**config.mk**
```make
export PLATFORM = sky130hd
export DESIGN_NAME = mem_bridge
export DESIGN_NICKNAME = d
export VERILOG_FILES = /design/src/rtl/mem_bridge.sv
export SDC_FILE = /design/constraint.sdc
export NUM_CORES = 1
export LEC_CHECK = 0
export CORE_UTILIZATION = 48
export CTS_CLUSTER_SIZE = 20
export DETAILED_ROUTE_END_ITERATION = 10
export PLACE_DENSITY = 0.86
export SETUP_SLACK_MARGIN = 0.4
export SKIP_CTS_REPAIR_TIMING = 1
export SYNTH_ARGS = -nofsm -noshare
export SYNTH_HDL_FRONTEND = slang
export SYNTH_SLANG_ARGS = --single-unit
```
**constraint.sdc**
```tcl
create_clock -name i_clk -period 4.6 [get_ports i_clk]
set_input_delay 1.15 -clock i_clk [delete_from_list [all_inputs] [get_ports i_clk]]
set_output_delay 1.15 -clock i_clk [all_outputs]
set_load 0.02 [all_outputs]
```
**src/rtl/mem_bridge.sv**
```systemverilog
// ---------------------------------------------------------------------------
// mem_bridge
//
// Purpose:
//   Connects the multicycle RISC-V core to the unified word-wide memory. Each
//   core load/store (byte, half or word) becomes one or more memory cycles.
//   The memory only has a whole-word write strobe, so byte and half stores
//   are done as read-modify-write. Loads return sign- or zero-extended data.
//   Only one request is in flight at a time, and the core waits for
//   o_rsp_valid before it issues the next one.
//
// Parameters:
//   MEM_DEPTH    memory size in 32-bit words (AW = $clog2(MEM_DEPTH))
//   WAIT_STATES  extra cycles between o_mem_en and valid i_mem_rdata (0..15)
//
// Configuration macro:
//   MEM_BRIDGE_ALIGN_CHECK_EN  when defined, a misaligned half or word access
//                              is rejected with o_rsp_err and makes no memory
//                              access. When undefined, the low address bits
//                              that do not apply to the access size are
//                              ignored.
//
// Ports:
//   i_clk           clock; all state changes on the rising edge
//   i_rst_n         asynchronous reset, active low
//   i_req_valid     core request present
//   o_req_ready     bridge can accept a request (high only in IDLE)
//   i_req_we        1 = store, 0 = load
//   i_req_size      00 byte, 01 half, 10 word, 11 reserved (always an error)
//   i_req_unsigned  load zero-extends when 1, sign-extends when 0
//   i_req_addr      byte address
//   i_req_wdata     store data; low 8/16/32 bits are used, by size
//   o_rsp_valid     one-cycle completion pulse, no backpressure
//   o_rsp_rdata     load result (0 for stores and errors), registered
//   o_rsp_err       request rejected with no memory access, registered
//   o_mem_en        memory read strobe
//   o_mem_we        memory write strobe (whole word)
//   o_mem_addr      word address; address bits above the memory size wrap
//   o_mem_wdata     word to write
//   i_mem_rdata     read data, valid WAIT_STATES+1 cycles after o_mem_en
// ---------------------------------------------------------------------------
module mem_bridge #(
  parameter int MEM_DEPTH   = 64,
  parameter int WAIT_STATES = 0,
  localparam int AW         = $clog2(MEM_DEPTH)
) (
  input  logic          i_clk,
  input  logic          i_rst_n,
  input  logic          i_req_valid,
  output logic          o_req_ready,
  input  logic          i_req_we,
  input  logic [1:0]    i_req_size,
  input  logic          i_req_unsigned,
  input  logic [31:0]   i_req_addr,
  input  logic [31:0]   i_req_wdata,
  output logic          o_rsp_valid,
  output logic [31:0]   o_rsp_rdata,
  output logic          o_rsp_err,
  output logic          o_mem_en,
  output logic          o_mem_we,
  output logic [AW-1:0] o_mem_addr,
  output logic [31:0]   o_mem_wdata,
  input  logic [31:0]   i_mem_rdata
);

  localparam logic [1:0] SIZE_BYTE = 2'b00;
  localparam logic [1:0] SIZE_HALF = 2'b01;
  localparam logic [1:0] SIZE_WORD = 2'b10;
  localparam logic [1:0] SIZE_RSVD = 2'b11;

  // The RD state preloads the counter so that WAIT lasts WAIT_STATES cycles.
  localparam logic [3:0] WAIT_LOAD = (WAIT_STATES > 0) ? 4'(WAIT_STATES - 1) : 4'd0;

  typedef enum logic [2:0] {
    S_IDLE,
    S_RD,
    S_WAIT,
    S_DATA,
    S_WR,
    S_RESP
  } state_t;

  state_t        r_state;
  state_t        w_nextState;

  logic [AW-1:0] r_addr;
  logic [1:0]    r_byteOff;
  logic [1:0]    r_size;
  logic          r_we;
  logic          r_unsigned;
  logic [31:0]   r_wdata;
  logic [3:0]    r_waitCnt;
  logic [31:0]   r_rspRdata;
  logic          r_rspErr;

  logic          w_accept;
  logic          w_reqErr;
  logic [7:0]    w_byte;
  logic [15:0]   w_half;
  logic [31:0]   w_loadData;
  logic [31:0]   w_merged;
  logic          w_unused;

  // Address bits above the memory size are dropped, so accesses wrap.
  assign w_unused = &{1'b0, i_req_addr[31:AW+2]};

  // Request rejection: reserved size always, misalignment only when the
  // alignment check is built in.
  always_comb begin
    w_reqErr = (i_req_size == SIZE_RSVD);
`ifdef MEM_BRIDGE_ALIGN_CHECK_EN
    if ((i_req_size == SIZE_HALF) && i_req_addr[0]) begin
      w_reqErr = 1'b1;
    end
    if ((i_req_size == SIZE_WORD) && (i_req_addr[1:0] != 2'b00)) begin
      w_reqErr = 1'b1;
    end
`endif
  end

  // State register.
  always_ff @(posedge i_clk or negedge i_rst_n) begin
    if (!i_rst_n) begin
      r_state <= S_IDLE;
    end else begin
      r_state <= w_nextState;
    end
  end

  // Next-state and strobe decode. Strobes are pure state decodes, so
  // o_mem_en and o_mem_we can never be high together. o_req_ready is
  // gated by the reset input so that it stays low while reset is asserted.
  always_comb begin
    w_nextState = r_state;
    o_req_ready = 1'b0;
    o_mem_en    = 1'b0;
    o_mem_we    = 1'b0;
    o_rsp_valid = 1'b0;
    w_accept    = 1'b0;
    case (r_state)
      S_IDLE: begin
        o_req_ready = i_rst_n;
        w_accept    = i_req_valid && i_rst_n;
        if (w_accept) begin
          if (w_reqErr) begin
            w_nextState = S_RESP;
          end else if (i_req_we && (i_req_size == SIZE_WORD)) begin
            w_nextState = S_WR;
          end else begin
            w_nextState = S_RD;
          end
        end
      end
      S_RD: begin
        o_mem_en    = 1'b1;
        w_nextState = (WAIT_STATES > 0) ? S_WAIT : S_DATA;
      end
      S_WAIT: begin
        if (r_waitCnt == 4'd0) begin
          w_nextState = S_DATA;
        end
      end
      S_DATA: begin
        w_nextState = r_we ? S_WR : S_RESP;
      end
      S_WR: begin
        o_mem_we    = 1'b1;
        w_nextState = S_RESP;
      end
      S_RESP: begin
        o_rsp_valid = 1'b1;
        w_nextState = S_IDLE;
      end
      default: begin
        w_nextState = S_IDLE;
      end
    endcase
  end

  // Load lane extraction. Lanes are little-endian: the byte lane is the
  // byte offset, the half lane is offset bit 1.
  always_comb begin
    w_byte = i_mem_rdata[{r_byteOff, 3'b000} +: 8];
    w_half = r_byteOff[1] ? i_mem_rdata[31:16] : i_mem_rdata[15:0];
    case (r_size)
      SIZE_BYTE: w_loadData = {{24{~r_unsigned & w_byte[7]}}, w_byte};
      SIZE_HALF: w_loadData = {{16{~r_unsigned & w_half[15]}}, w_half};
      default:   w_loadData = i_mem_rdata;
    endcase
  end

  // Store merge: the new lane from the latched store data replaces the
  // matching lane of the word just read.
  always_comb begin
    w_merged = i_mem_rdata;
    case (r_size)
      SIZE_BYTE: w_merged[{r_byteOff, 3'b000} +: 8] = r_wdata[7:0];
      SIZE_HALF: begin
        if (r_byteOff[1]) begin
          w_merged[31:16] = r_wdata[15:0];
        end else begin
          w_merged[15:0] = r_wdata[15:0];
        end
      end
      default:   w_merged = r_wdata;
    endcase
  end

  // Request latch, wait counter, merge register and response registers.
  // The response registers only change on the edge that enters RESP, so the
  // core sees them stable until the next response.
  always_ff @(posedge i_clk or negedge i_rst_n) begin
    if (!i_rst_n) begin
      r_addr     <= '0;
      r_byteOff  <= 2'b00;
      r_size     <= 2'b00;
      r_we       <= 1'b0;
      r_unsigned <= 1'b0;
      r_wdata    <= 32'h0;
      r_waitCnt  <= 4'd0;
      r_rspRdata <= 32'h0;
      r_rspErr   <= 1'b0;
    end else begin
      case (r_state)
        S_IDLE: begin
          if (w_accept) begin
            r_addr     <= i_req_addr[AW+1:2];
            r_byteOff  <= i_req_addr[1:0];
            r_size     <= i_req_size;
            r_we       <= i_req_we;
            r_unsigned <= i_req_unsigned;
            r_wdata    <= i_req_wdata;
            if (w_reqErr) begin
              r_rspRdata <= 32'h0;
              r_rspErr   <= 1'b1;
            end
          end
        end
        S_RD: begin
          r_waitCnt <= WAIT_LOAD;
        end
        S_WAIT: begin
          if (r_waitCnt != 4'd0) begin
            r_waitCnt <= r_waitCnt - 4'd1;
          end
        end
        S_DATA: begin
          if (r_we) begin
            r_wdata <= w_merged;
          end else begin
            r_rspRdata <= w_loadData;
            r_rspErr   <= 1'b0;
          end
        end
        S_WR: begin
          r_rspRdata <= 32'h0;
          r_rspErr   <= 1'b0;
        end
        default: begin
        end
      endcase
    end
  end

  assign o_mem_addr  = r_addr;
  assign o_mem_wdata = r_wdata;
  assign o_rsp_rdata = r_rspRdata;
  assign o_rsp_err   = r_rspErr;

endmodule

```
==> results of run 1 <==
==> worst max path at each step <==
stage,startpoint,endpoint
6_report,r_state[1],o_req_ready
5_1_grt,r_state[1],o_req_ready
4_1_cts,r_state[1],o_req_ready
3_5_place_dp,i_rst_n,o_rsp_rdata[11]
3_3_place_gp,i_rst_n,o_rsp_rdata[10]
2_1_floorplan,i_rst_n,o_req_ready
==> cells in the mapped netlist (all sizes together), types with 2 or more instances <==
cell / number / share of area (%)
mux4: 7 / 3.3
ha: 7 / 1.8
nand4: 2 / 0.26
a211o: 8 / 1.5
nor4bb: 2 / 0.42
a22o: 33 / 6.1
a221oi: 16 / 2.9
nor3: 3 / 0.31
mux2: 18 / 4.2
nand2b: 4 / 0.52
o2bb2ai: 8 / 1.6
buf: 25 / 3.2
clkbuf: 14 / 1.1
a22oi: 2 / 0.31
nor2: 24 / 1.9
inv: 15 / 1.2
o22ai: 7 / 0.92
dfrtp: 84 / 44
mux2i: 10 / 2.1
and3b: 2 / 0.37
a221o: 38 / 8.0
a2111oi: 3 / 0.68
and2: 5 / 0.65
xor2: 2 / 0.37
nand2: 24 / 1.9
nand3: 3 / 0.31
a21oi: 27 / 2.8
and3: 2 / 0.26
nor3b: 2 / 0.42
or2: 3 / 0.39
or3b: 2 / 0.37
nor2b: 4 / 0.52
o21ai: 25 / 2.7
==> logic make-up after synthesis <==
| family | Yosys count | synth area share, % |
|---|---|---|
| XOR/XNOR | 3 | 0.550 |
| AND/OR/NAND/NOR | 86 | 9.69 |
| adder cells (fa/ha/maj) | 7 | 1.83 |
| AO/OA/AOI/OAI | 174 | 28.8 |
| buffers and inverters | 54 | 5.50 |
| flip-flops | 84 | 44.0 |
| multiplexers | 35 | 9.64 |
==> final cells by class <==
| cell class | count | area, um^2 |
|---|---|---|
| Inverter | 15 | 56.3 |
| Timing Repair Buffer | 158 | 1570 |
| Fill cell | 734 | 3150 |
| Clock inverter | 6 | 138 |
| Sequential cell | 84 | 2100 |
| Multi-Input combinational cell | 305 | 2420 |
| Tap cell | 133 | 166 |
| Clock buffer | 9 | 124 |
==> registers in the layout (all words and copies together) (netlist names) <==
register and count:
o_mem_wdata 32, o_rsp_rdata 32, o_mem_addr 6, r_waitCnt 4
r_state 3, r_byteOff 2, r_size 2, o_rsp_err 1
r_unsigned 1, r_we 1
==> worst reg2reg max path, stage by stage, from the launching register on <==
cell and delay (ns):
dfrtp_1 0.49, nand3b_2 0.27, buf_4 0.31, nor2_1 0.74, and2_1 0.69, a221o_1 0.28
==> power by group through the flow <==
stage,clock network [mW],logic (mW),registers [mW]
2_1_floorplan,0,1.29,1.55
3_3_place_gp,0,2.31,1.37
3_5_place_dp,0,2.38,1.39
4_1_cts,0.696,2.39,1.37
5_1_grt,0.727,2.56,1.42
6_report,0.687,2.41,1.39
==> metal layers <==
metal / track usage (%) / share of wire [%] / vias to the layer above
li1: - / - / 1990
met1: 40.2 / 38 / 2235
met2: 46.2 / 47 / 327
met3: 7.45 / 11 / 55
met4: 14.4 / 3.9 / 0
met5: 0 / 0 / -
==> results.md, run 1 <==
- Final worst slack: roughly 1.3 ns
- Power share of the clock group: 15.3%
- Worst-path clk slew: about 0.1 ns
- Post-Syn Area: approximately 0.0048 mm^2
- DRT iter0 DRCs: ~540
- WHS: around 0.5 ns
- Die area: 0.0104 mm^2
- R2R setup slack: about 1.8 ns
- Worst path bufs/invs: 1
- Synth Register Bits: between 80 and 90
- Status: complete, no violations
- Tcrit/Tclk final: ~72%
- Total Power: ~4.5 mW
- Placed Cells: 695
- Row Count: 36
- Starting density of the core: between 40% and 50%
- R2R depth: 5
- I/O pin count: ~180
- Area grow syn2layout: 37.7%
- Share of layout cells above drive strength 1: just over 10%
- Asr flop ratio synth: between 90% and 100%
- Total grt overflow: 0
- First-pass GRT wire length: roughly 24 mm
- H-Tree Depth: 3
- Power Dens Cells: roughly 680 mW/mm^2
- CORE AREA: about 0.01 mm^2
- WHS Path Cells: 2
- Logic pwr share: 53.7%
- Worst reg2reg path startpoint: r_state[2]
- Syn Nets: 553
- Non-Filler Instances: just over 700
- Post-Place Setup Slack: roughly 1.2 ns
- TritonCTS clock tree: done
- Total track usage: between 30% and 40%
- Worst slew pin tran: approximately 1.1 ns
- Rel. slew slack: between 20% and 30%
- Sequential cell area fraction in the yosys report: between 40% and 50%
- Clock Skew: roughly 0.014 ns
- Routed Antenna Nets: 0
- WP data required: 3.45 ns
- Final Routed Wirelength: between 15 and 20 mm
- Synth Area per Inst: roughly 11 um^2
- Max VDD drop: 0.000336 V
- Final GP Congestion: about 0.89
- Routed via count: approximately 4600
- Synthesis warning total: 0
- CP cell instances: nor3_1 -> and2_1 -> clkdlybuf4s50_1
- Fin area: approximately 0.0066 mm^2
- Endpoints failing setup: 0
- Maxcap violations: 0
- Peak Freq: about 300 MHz
- Critical path class: register to output port
- EDFF count, synth: 0
- Worst min-delay path startpoint: o_mem_wdata[20]
- Via density: roughly 6.5
- Worst Path Arrival: between 2 and 2.5 ns
- Placed instance area: ~0.0063 mm^2
- Final Slew Violations: 0
- Cells after synthesis: about 440
- Port bufs: 153
- R2R Path End: o_rsp_rdata[19]
- DRC: 0
- Reg power frac: 31.0%
- Synth unique cells: 55
- Switch share: ~42%
- Top cell family by delay on the critical path: simple AND/OR/NAND/NOR gates
- Hold endpoint: o_mem_wdata[20]
- Leading cell type in the layout, fill and taps excluded: clkdlybuf4s50_1
- Psw: ~1.9 mW
- DIE HEIGHT: 102 um
- Core Util, Final: between 60% and 70%
- Ant diodes: 0
- Dpl hpwl: ~11 mm
- Clock Tree Buf Depth: 2
- Internal Pwr Total: 2.59 mW
- CP startpoint kind: register
- CTS sink cnt: 84
- Initial antenna violation count: 0
- Fin Setup TNS: 0 ns
- Clk_lat worst skew: around 0.36 ns
- Leading cell types in the layout, fill and taps excluded: clkdlybuf4s50_1 (152), dfrtp_1 (84), a221o_1 (38)
- Minimum clock period: roughly 3.3 ns
- RSZ-0062 raised after global routing: no
- Synth Flop Type: dfrtp_1
- LEAKAGE: 2.70 nW
- Pin count of the biggest net entering global routing: 86
- Die X: 102 um
- TritonCTS Buffers: 9
- Worst path slowest cell: clkdlybuf4s50_1
- Crit path largest cell delay: 0.60 ns
- First-pass iteration count of the detailed router: 5
- Critical path depth: 3
- Hold crit path type: register to register
- Nets: around 700
- Vias in the first global route: 4369
- Avg WL per Cell: 21.9 um
- Critical Path Sink Type: output port
- Final Hold Viols: 0
- Root Buffer: clkbuf_8
- Critical path fanouts, max: 12
No activity file was read; power rests on OpenSTA's default activity.
==> run 2, diff against run 1 <==
- CORE_UTILIZATION: 48 -> 45
- PLACE_DENSITY: 0.86 -> 0.81
- clock period: 4.6 -> 3.25 ns (I/O delays scaled with it)
==> run 2 against run 1 <==
  * Non-clock buffer count is 8 higher
  * Critical path type unchanged
  * Final cell count is 1.7% higher
  * Via count is 1.7% lower
==> results.md, run 2 (synthesized netlist as in run 1, its figures left out) <==
- Rel. slew slack: 36.5%
- I/O pin count: 178
- Status: complete, no violations
- Routed Antenna Nets: 0
- Critical Path Sink Type: output port
- Critical path fanouts, max: 12
- Worst-path clk slew: 0.09 ns
- Final Slew Violations: 0
- Share of layout cells above drive strength 1: between 10% and 20%
- Fin Setup TNS: 0 ns
- Maxcap violations: 0
- Minimum clock period: roughly 2.7 ns
- Grt met1 use: between 30% and 40%
- WHS Path Cells: 2
- WP data required: 2.44 ns
- TritonCTS Buffers: 9
- Busiest layer in global routing: met2
- WHS: approximately 0.49 ns
- Clk_lat worst skew: between 0.3 and 0.4 ns
- Total grt overflow: 0
- Endpoints failing setup: 0
- Row Count: 37
- First-pass GRT wire length: about 24 mm
- Clock Tree Buf Depth: 2
- Leading cell types in the layout, fill and taps excluded: clkdlybuf4s50_1 (150), dfrtp_1 (81), a221o_1 (38)
- CORE AREA: around 0.010 mm^2
- Root Buffer: clkbuf_8
- DRC: 0
- R2R depth: 6
- Routed via count: between 4000 and 5000
- Fill cells: just over 800
- Avg WL per Cell: ~21 um
- R2R setup slack: approximately 0.87 ns
- Reg power frac: 30.5%
- Via density: 6.27
- LEAKAGE: 2.75 nW
- Switch share: roughly 43%
- Tcrit/Tclk final: between 80% and 90%
- Ant diodes: 0
- Final worst slack: around 0.54 ns
- Psw: ~2.7 mW
- TritonCTS clock tree: done
- Core Util, Final: between 60 and 70%
- Vias in the first global route: around 4500
- Starting density of the core: a little under half
- RSZ-0062 raised after global routing: no
- Area grow syn2layout: 38.2%
- Final GP Congestion: around 0.9
- Initial antenna violation count: 0
- Worst Path Arrival: ~1.9 ns
- Port bufs: 153
- Post-Place Setup Slack: 0.418 ns
- Power Dens Cells: about 940 mW/mm^2
- Clock Skew: approximately 0.014 ns
- H-Tree Depth: 3
- R2R Path End: o_mem_wdata[30]
- Die X: 105 um
- CTS sink cnt: 84
- Pin count of the biggest net entering global routing: 52
- DIE HEIGHT: ~110 um
- DRT iter0 DRCs: just under 500
- Internal Pwr Total: between 3 and 4 mW
- Met2 usage: a little under half
- Peak Freq: around 370 MHz
- Hold endpoint: o_mem_wdata[19]
- Die area: around 0.011 mm^2
- Critical path class: register to output port
- Logic pwr share: around 56%
- Nets: roughly 690
- Max VDD drop: ~0.00048 V
- Power share of the clock group: between 10% and 20%
- Final Hold Viols: 0
- Worst reg2reg path startpoint: r_state[2]
- Worst slew pin tran: between 0.9 and 1 ns
- Hold crit path type: register to register
- First-pass iteration count of the detailed router: 5
- Final Routed Wirelength: roughly 15 mm
- Dpl hpwl: 11.2 mm
- Total track usage: around 29%
- Leading cell type in the layout, fill and taps excluded: clkdlybuf4s50_1
- Grt met3 use: approximately 5%
- CP startpoint kind: register
- Worst min-delay path startpoint: o_mem_wdata[19]
[run 2: changes by cell type in the layout (fill, tap and decap cells not counted)]
cell / delta
buf_4: +8
clkinv_2: +2
inv_6: +1
dfrtp_2: +3
dlymetal6s2s_1: +2
clkinv_4: -1
dfrtp_1: -3
clkbuf_1: +1
clkdlybuf4s50_1: -2
bufinv_16: -2
[run 2: metrics by stage]
| step | area [um^2] | total power [mW] | instances |
|---|---|---|---|
| floorplan | 4780 | 4.03 | 443 |
| global placement | 6380 | 5.26 | 706 |
| detailed placement | 6380 | 5.38 | 706 |
| CTS | 6590 | 6.21 | 722 |
| global route | 6600 | 6.57 | 722 |
| finish | 6600 | 6.23 | 722 |
[run 2: power groups by stage]
| stage | Clock (mW) | Combinational [mW] | Sequential, mW |
|---|---|---|---|
| floorplan | 0 | 1.83 | 2.20 |
| global placement | 0 | 3.38 | 1.88 |
| detailed placement | 0 | 3.48 | 1.90 |
| CTS | 0.830 | 3.50 | 1.88 |
| global route | 0.875 | 3.74 | 1.95 |
| finish | 0.821 | 3.51 | 1.90 |
[run 2: worst max-delay path by stage]
stage                        start              end  slack, ns  depth (start not counted)
floorplan             r_byteOff[0]  o_mem_wdata[15]        1.0                          8
global placement    i_mem_rdata[7]  o_rsp_rdata[26]       0.49                          5
detailed placement  i_mem_rdata[7]  o_rsp_rdata[20]       0.42                          5
CTS                     r_state[1]         o_mem_en       0.29                          3
global route            r_state[1]      o_req_ready       0.46                          3
finish                  r_state[1]      o_req_ready       0.54                          3
[run 2: layout make-up]
cell class	count	area [um^2]	area share, %
timing repair buffer	166	1630	24.7
clock buffer	10	128	1.93
sequential	84	2110	31.9
multi-input combinational	305	2420	36.7
clock inverter	6	87.6	1.33
inverter	15	56.3	0.853
tap	136	170	2.58
[run 2: per-layer routing]
metal / vias to the layer above / wire, um
li1: 2005 / -
met1: 2219 / 6240
met2: 264 / 7320
met3: 39 / 1410
met4: 0 / 438
met5: - / 0
[run 2: critical path, cell delays in order, from the launching register on]
cell and delay, ns:
dfrtp_2 0.50, nor3_1 0.28, and2_1 0.17, clkdlybuf4s50_1 0.59
